`config.mk`:
```
export PLATFORM = sky130hd
export DESIGN_NAME = calc1_port_driver
export DESIGN_NICKNAME = d
export VERILOG_FILES = /design/src/rtl/calc1_port_driver.sv
export SDC_FILE = /design/constraint.sdc
export NUM_CORES = 1
export LEC_CHECK = 0
export CAP_MARGIN = 5
export CORE_MARGIN = 4
export CORE_UTILIZATION = 35
export DETAILED_ROUTE_END_ITERATION = 12
export MAX_ROUTING_LAYER = met4
export PLACE_DENSITY = 0.66
export SETUP_SLACK_MARGIN = 0.5
export SYNTH_ARGS = -nofsm -noshare
export SYNTH_HDL_FRONTEND = slang
export SYNTH_SLANG_ARGS = --single-unit
```
`constraint.sdc`:
```
create_clock -name c_clk -period 4.3 [get_ports c_clk]
set_input_delay 0.86 -clock c_clk [delete_from_list [all_inputs] [get_ports c_clk]]
set_output_delay 0.86 -clock c_clk [all_outputs]
set_load 0.05 [all_outputs]
```
`src/rtl/calc1_port_driver.sv`:
```
// Host-side driver for the calc1 request/response port: issues CMD then DATA, waits for a response or timeout.
// Optional statistics counters are compiled in with `define CALC1_DRV_STATS_EN.
module calc1_port_driver #(
  parameter int unsigned TIMEOUT_CYCLES = 16
) (
  input  logic        c_clk,
  input  logic        reset,
`ifdef CALC1_DRV_STATS_EN
  output logic [15:0] stat_issued,
  output logic [15:0] stat_ok,
  output logic [15:0] stat_err,
  output logic [15:0] stat_timeout,
  output logic [15:0] stat_spurious,
`endif
  input  logic        txn_valid,
  output logic        txn_ready,
  input  logic [0:3]  txn_cmd,
  input  logic [0:31] txn_op1,
  input  logic [0:31] txn_op2,
  output logic [0:3]  req_cmd_out,
  output logic [0:31] req_data_out,
  input  logic [0:1]  out_resp,
  input  logic [0:31] out_data,
  output logic        rsp_valid,
  output logic [0:1]  rsp_code,
  output logic [0:31] rsp_data,
  output logic        rsp_timeout
);

  typedef enum logic [2:0] {
    S_IDLE,
    S_CMD,
    S_DATA,
    S_WAIT,
    S_DONE
  } state_t;

  // The counter's value during the final permitted WAIT cycle.
  localparam logic [7:0] LAST_CNT = 8'(TIMEOUT_CYCLES - 1);

  state_t      state, state_nxt;
  logic [0:3]  cmd_q;
  logic [0:31] op1_q, op2_q;
  logic [7:0]  wait_cnt;

  logic resp_seen, wait_expired;
  assign resp_seen    = (out_resp != 2'd0);
  assign wait_expired = (wait_cnt == LAST_CNT);

  // NOTE: sequential state uses non-blocking assignments so every register samples pre-edge values.
  always_ff @(posedge c_clk or negedge reset) begin
    if (!reset) state <= S_IDLE;
    else        state <= state_nxt;
  end

  // NOTE: every output of this block gets a default first, so no path can infer a latch.
  always_comb begin
    state_nxt    = state;
    txn_ready    = 1'b0;
    req_cmd_out  = '0;
    req_data_out = '0;
    rsp_valid    = 1'b0;
    case (state)
      S_IDLE: begin
        txn_ready = 1'b1;
        if (txn_valid) state_nxt = (txn_cmd != 4'd0) ? S_CMD : S_DONE;
      end
      S_CMD: begin
        req_cmd_out  = cmd_q;
        req_data_out = op1_q;
        state_nxt    = S_DATA;
      end
      S_DATA: begin
        req_data_out = op2_q;
        state_nxt    = S_WAIT;
      end
      S_WAIT: begin
        if (resp_seen || wait_expired) state_nxt = S_DONE;
      end
      S_DONE: begin
        rsp_valid = 1'b1;
        state_nxt = S_IDLE;
      end
      default: state_nxt = S_IDLE;
    endcase
  end

  // Transaction latches, WAIT counter and the response registers that persist until the next DONE.
  always_ff @(posedge c_clk or negedge reset) begin
    if (!reset) begin
      cmd_q       <= '0;
      op1_q       <= '0;
      op2_q       <= '0;
      wait_cnt    <= '0;
      rsp_code    <= '0;
      rsp_data    <= '0;
      rsp_timeout <= 1'b0;
    end else begin
      case (state)
        S_IDLE: begin
          if (txn_valid) begin
            cmd_q <= txn_cmd;
            op1_q <= txn_op1;
            op2_q <= txn_op2;
            if (txn_cmd == 4'd0) begin
              rsp_code    <= '0;
              rsp_data    <= '0;
              rsp_timeout <= 1'b0;
            end
          end
        end
        S_DATA: wait_cnt <= '0;
        S_WAIT: begin
          // A response wins over an expiry landing on the same edge.
          if (resp_seen) begin
            rsp_code    <= out_resp;
            rsp_data    <= out_data;
            rsp_timeout <= 1'b0;
          end else if (wait_expired) begin
            rsp_code    <= '0;
            rsp_data    <= '0;
            rsp_timeout <= 1'b1;
          end else begin
            wait_cnt <= wait_cnt + 8'd1;
          end
        end
        default: ;
      endcase
    end
  end

`ifdef CALC1_DRV_STATS_EN
  function automatic logic [15:0] sat_inc(input logic [15:0] v);
    return (v == 16'hFFFF) ? v : v + 16'd1;
  endfunction

  always_ff @(posedge c_clk or negedge reset) begin
    if (!reset) begin
      stat_issued   <= '0;
      stat_ok       <= '0;
      stat_err      <= '0;
      stat_timeout  <= '0;
      stat_spurious <= '0;
    end else begin
      if (state == S_IDLE && txn_valid && txn_cmd != 4'd0) stat_issued <= sat_inc(stat_issued);
      if (state == S_WAIT && out_resp == 2'd1)             stat_ok     <= sat_inc(stat_ok);
      if (state == S_WAIT && out_resp[0])                  stat_err    <= sat_inc(stat_err);
      if (state == S_WAIT && !resp_seen && wait_expired)   stat_timeout <= sat_inc(stat_timeout);
      if (state != S_WAIT && resp_seen)                    stat_spurious <= sat_inc(stat_spurious);
    end
  end
`endif

endmodule

```
## After elaboration in Yosys (flattened, before gate mapping)

Index checks and enable logic that the tools add are counted.

| word-level totals | value |
|---|---|
| register bits after elaboration | 114 |
| input bits | 105 |
| output and inout port bits | 73 |

| cells by class | value |
|---|---|
| add/sub/neg operators | 1 |
| eq/ne operators | 11 |
| muxes and demuxes | 26 |
| reductions and logical operators | 11 |

Operators by type and width:

| kind | count |
|---|---|
| 2-to-1 mux 32 bit | 4 |
| one-hot mux 32 bit (2 select lines) | 2 |
| 2-to-1 mux 8 bit | 2 |
| one-hot mux 8 bit (2 select lines) | 1 |
| one-hot mux 3 bit (4 select lines) | 1 |
| inequality test 2 bit (second input constant) | 5 |
| 2-to-1 mux 3 bit | 3 |
| adder 8 x 1 -> 8 bit (second input constant) | 1 |
| == test 8 x 4 -> 1 bit (second input constant) | 1 |
| 2-to-1 mux 2 bit | 4 |
| == test 3 x 2 -> 1 bit (second input constant) | 2 |
| 2-to-1 mux 1 bit | 6 |
| nonzero test 2 bit | 3 |
| logical NOT 4 bit | 1 |
| 2-to-1 mux 4 bit | 1 |
| one-hot mux 2 bit (2 select lines) | 1 |
| AND reduction 2 bit | 2 |
| AND reduction 4 bit | 1 |
| nonzero test 4 bit | 1 |
| == test 3 x 1 -> 1 bit (second input constant) | 1 |
| == test 3 bit (second input constant) | 1 |
| logical NOT 3 bit | 1 |
| inequality test 3 bit (second input constant) | 1 |
| AND reduction 3 bit | 1 |
| 2 further kinds | 2 |

## Longest topological paths before layout

| depth | value |
|---|---|
| depth in word-level cells | 4 |
| depth in mapped cells | 6 |
| gate-level depth less buffers | 5 |

## Worst setup path after synthesis

No wires, ideal clock.

| timing path | value |
|---|---|
| path type | reg-to-output |
| from | reg state[0] |
| to | out txn_ready |
| arrival time | 1.756 ns |
| setup slack | 1.684 ns |
| cell stages (with the launch flop) | 3 |
| cells stage by stage | dfrtp_1 > buf_2 > nor3_1 |

| on the way | value |
|---|---|
| longest elaborated chain between the ends | 2 |

Ends and longest elaborated chain:

| element | line | RTL |
|---|---|---|
| from (decl) | 41 | `state_t state, state_nxt;` |
| from (signal assigned) | 53 | `else state <= state_nxt;` |
| logical NOT 3 bit | 63 | `case (state)` |
| 2-to-1 mux 1 bit | 63 |  |
| to (decl) | 16 | `output logic txn_ready,` |

No other way between the ends.

## Worst setup path in the final report

| timing path | value |
|---|---|
| from | reg state[0] |
| to | out req_data_out[12] in the netlist's numbering |

| on the way | value |
|---|---|
| longest elaborated chain between the ends | 2 |

Ends and longest elaborated chain:

| element | line | RTL |
|---|---|---|
| == test 3 x 2 -> 1 bit / == test 3 x 1 -> 1 bit (equally long branches) | 63 |  |
| one-hot mux 32 bit (2 select lines) * | 63 |  |
| to (decl) | 21 | `output logic [0:31] req_data_out,` |

Mark *: on every way between the ends. The rest lies on a longest branch, timed or not.

==> key figures <==
Placed design
  • Final GP Congestion: 0.811
  • Buffers on Ports: 177
  • Hpwl dp: 9210 um
  • DP Worst Slack: 0.838 ns
  • Area post-placement: 6720 um2

Die
  • Boundary Pins: 178
  • Die H: 125 um
  • Row count: 42
  • Die X: 125 um
  • Total Die Area: 15700 um2
  • CORE AREA: 13300 um2
  • Starting Density: 0.360

Timing
  • Rel. slew slack: 0.370
  • Hold slack: 0.493 ns
  • Fin. Hold Viols: 0
  • RSZ-0062 raised after global routing: false
  • Clock Skews: 0.00654 ns
  • Final min period: 3.57 ns
  • Pins over their slew limit: 0
  • Setup TNS: 0 ns
  • Worst-Margin Slew: 0.943 ns
  • Final worst-path cycle share: 0.830
  • Worst setup margin: 0.731 ns
  • Final setup violation count: 0
  • Max Freq: 0.280 GHz

Global route
  • M2 GR Usage: 0.286
  • Vias in the first global route: 3890
  • Met1 Usage GRT: 0.201
  • Global-route usage over all layers: 0.171
  • Grt peak-use layer: met2
  • Grt total ovfl: 0
  • First-pass GRT wire length: 20700 um
  • Global routing met3 resource utilization: 0.0375
  • Largest net degree at the start of global routing: 73
  • Initial antenna violation count: 0

Yosys
  • Synth area leaders: dfrtp_1 (59%), mux2_2 (15%), a22o_1 (13%)
  • Mean post-synth cell area: 14.2 um2
  • Synth cell types: 40
  • Seq/Total Area, Yosys: 0.594
  • Synthesized area: 4810 um2
  • Post-Syn Nets: 445
  • Synthesized flop and latch total: 114
  • Synth Instances: 339
  • Number of flops mapped to enable cells by yosys: 0
  • Syn. warnings: 0
  • Synth Flop Type: dfrtp_1
  • Post-synth ARST share: 1.00
  • Area share of the largest cell type after synthesis: 0.594
  • Yosys top cell by area: dfrtp_1

Critical path
  • Worst EP arrival: 2.71 ns
  • Startpoint Class: flop
  • Crit end category: output pin
  • Crit-path max FO: 36
  • Worst Setup Path Type: reg -> out
  • CP Data Required Time: 3.44 ns
  • CP Launch Point: state[0]$_DFFE_PN0P_
  • Launching point of the worst reg2reg path: state[0]$_DFFE_PN0P_

CTS
  • Max Root-Sink Buffers: 2
  • Postcts setup bufs: 0
  • Worst skew pair latency: 0.40 ns
  • CTS Buf Count: 17
  • CTS tree: built
  • # H-tree levels: 4
  • Clock root buffer: clkbuf_16
  • Cts hold-fix bufs: 0
  • Register clock-pin slew on the reported worst setup and hold paths: 0.05 ns
  • TritonCTS Sinks: 114
  • Resized cells post-CTS: 1

Cells and area
  • Most frequent cells in the layout: clkdlybuf4s50_1 (153), dfrtp_1 (114), a22o_1 (69), mux2_2 (66), dlymetal6s2s_1 (23)
  • # fillers: 1145
  • Commonest non-fill, non-tap cell in the layout: clkdlybuf4s50_1
  • Ratio of cells with drive above 1 in the final layout: 0.204
  • Area growth syn-to-layout: 52.8%
  • Nets: 624
  • Util after Layout: 0.550
  • N_diodes: 0
  • Post-route cell area: 7340 um2

Power and ir drop
  • Pwr dens: 900 nW/um2
  • Leak pwr: 0.00347 uW
  • Worst VDD drop: 0.000460 V

Detailed routing
  • Routed wire length per instance: 18.1 um
  • Iter 0 DRT Violations: 135
  • Drt via density: 5.05
  • 1st-pass router iterations: 6
  • Via count: 3565
  • Post-route ant nets: 0
  • Total Wirelength: 12800 um
  • DRC errors left: 0

Hold path
  • Worst hold path type: reg -> reg
  • Hold Startpoint: cmd_q[3]$_DFFE_PN0P_

Flow run
  • Total of max-cap violations: 0

Outcome
  • Status: completed
[final timing paths]
kind,end,slack [ns],cells past startpoint
hold reg to reg,cmd_q[3]$_DFFE_PN0P_,0.49,1
max in group asynchronous,rsp_data[26]$_DFFE_PN0P_,2.83,2
setup reg to reg,op1_q[31]$_DFFE_PN0P_,2.20,3
min in group asynchronous,rsp_data[7]$_DFFE_PN0P_,0.58,1
setup / recovery,req_data_out[12],0.73,4
hold / removal,cmd_q[3]$_DFFE_PN0P_,0.49,1
[layer usage]
layer | routed length [um] | part of all wire
met4 | 250 | 0.020
met5 | 0 | 0
met3 | 364 | 0.028
met2 | 6760 | 0.53
met1 | 5430 | 0.42
[state kept, by name, indices dropped and copies added, names as in the netlist]
name / flops
rsp_timeout: 1
wait_cnt: 8
rsp_data: 32
cmd_q: 4
op1_q: 32
rsp_code: 2
state: 3
op2_q: 32
[kinds of logic (layout without fill, tap and decap cells)]
family                     Yosys count  in the layout  share of synthesized area
DFF                                114            114                      0.594
buffers and inverters               27            218                     0.0312
and+or+nand+nor                     42             42                     0.0549
adders and majority gates            1              1                    0.00260
AOI/OAI and AO/OA                   85             85                      0.154
muxes                               70             70                      0.164
[critical path, stage by stage, from the launching register on]
cell	delay [ns]
dfrtp_1	0.63
nor3b_4	0.26
buf_4	0.36
a22o_1	0.22
clkdlybuf4s50_1	0.83
[final cells by class]
type,instances,area (um2),share of cell area
sequential,114,2850,0.388
timing repair buffer,184,1880,0.256
multi-input combinational,198,1820,0.248
clock buffer,27,513,0.0699
tap,176,220,0.0300
clock inverter,4,47.5,0.00647
inverter,3,11.3,0.00153
[synth_stat cells, drive strengths merged, types with 2 or more instances]
library cell,n
a211o,3
a21oi,3
a22o,69
and2,4
and3,5
buf,20
clkbuf,4
dfrtp,114
inv,3
mux2,70
nand2,3
nand2b,2
nand3,3
nor2,6
nor3,7
nor3b,2
nor4,2
o21ai,2
[stage by stage]
step / power (uW) / std cells
floorplan: 4240 / 339
global placement: 5290 / 675
detailed placement: 5350 / 675
CTS: 6700 / 706
global route: 6940 / 706
finish: 6610 / 706
[power breakdown]
part	internal, uW	switching (uW)	total (uW)
clock	866	453	1320
combinational	1350	2030	3380
sequential	1580	327	1910
total	3800	2810	6610
No activity file was read; power rests on OpenSTA's default activity.
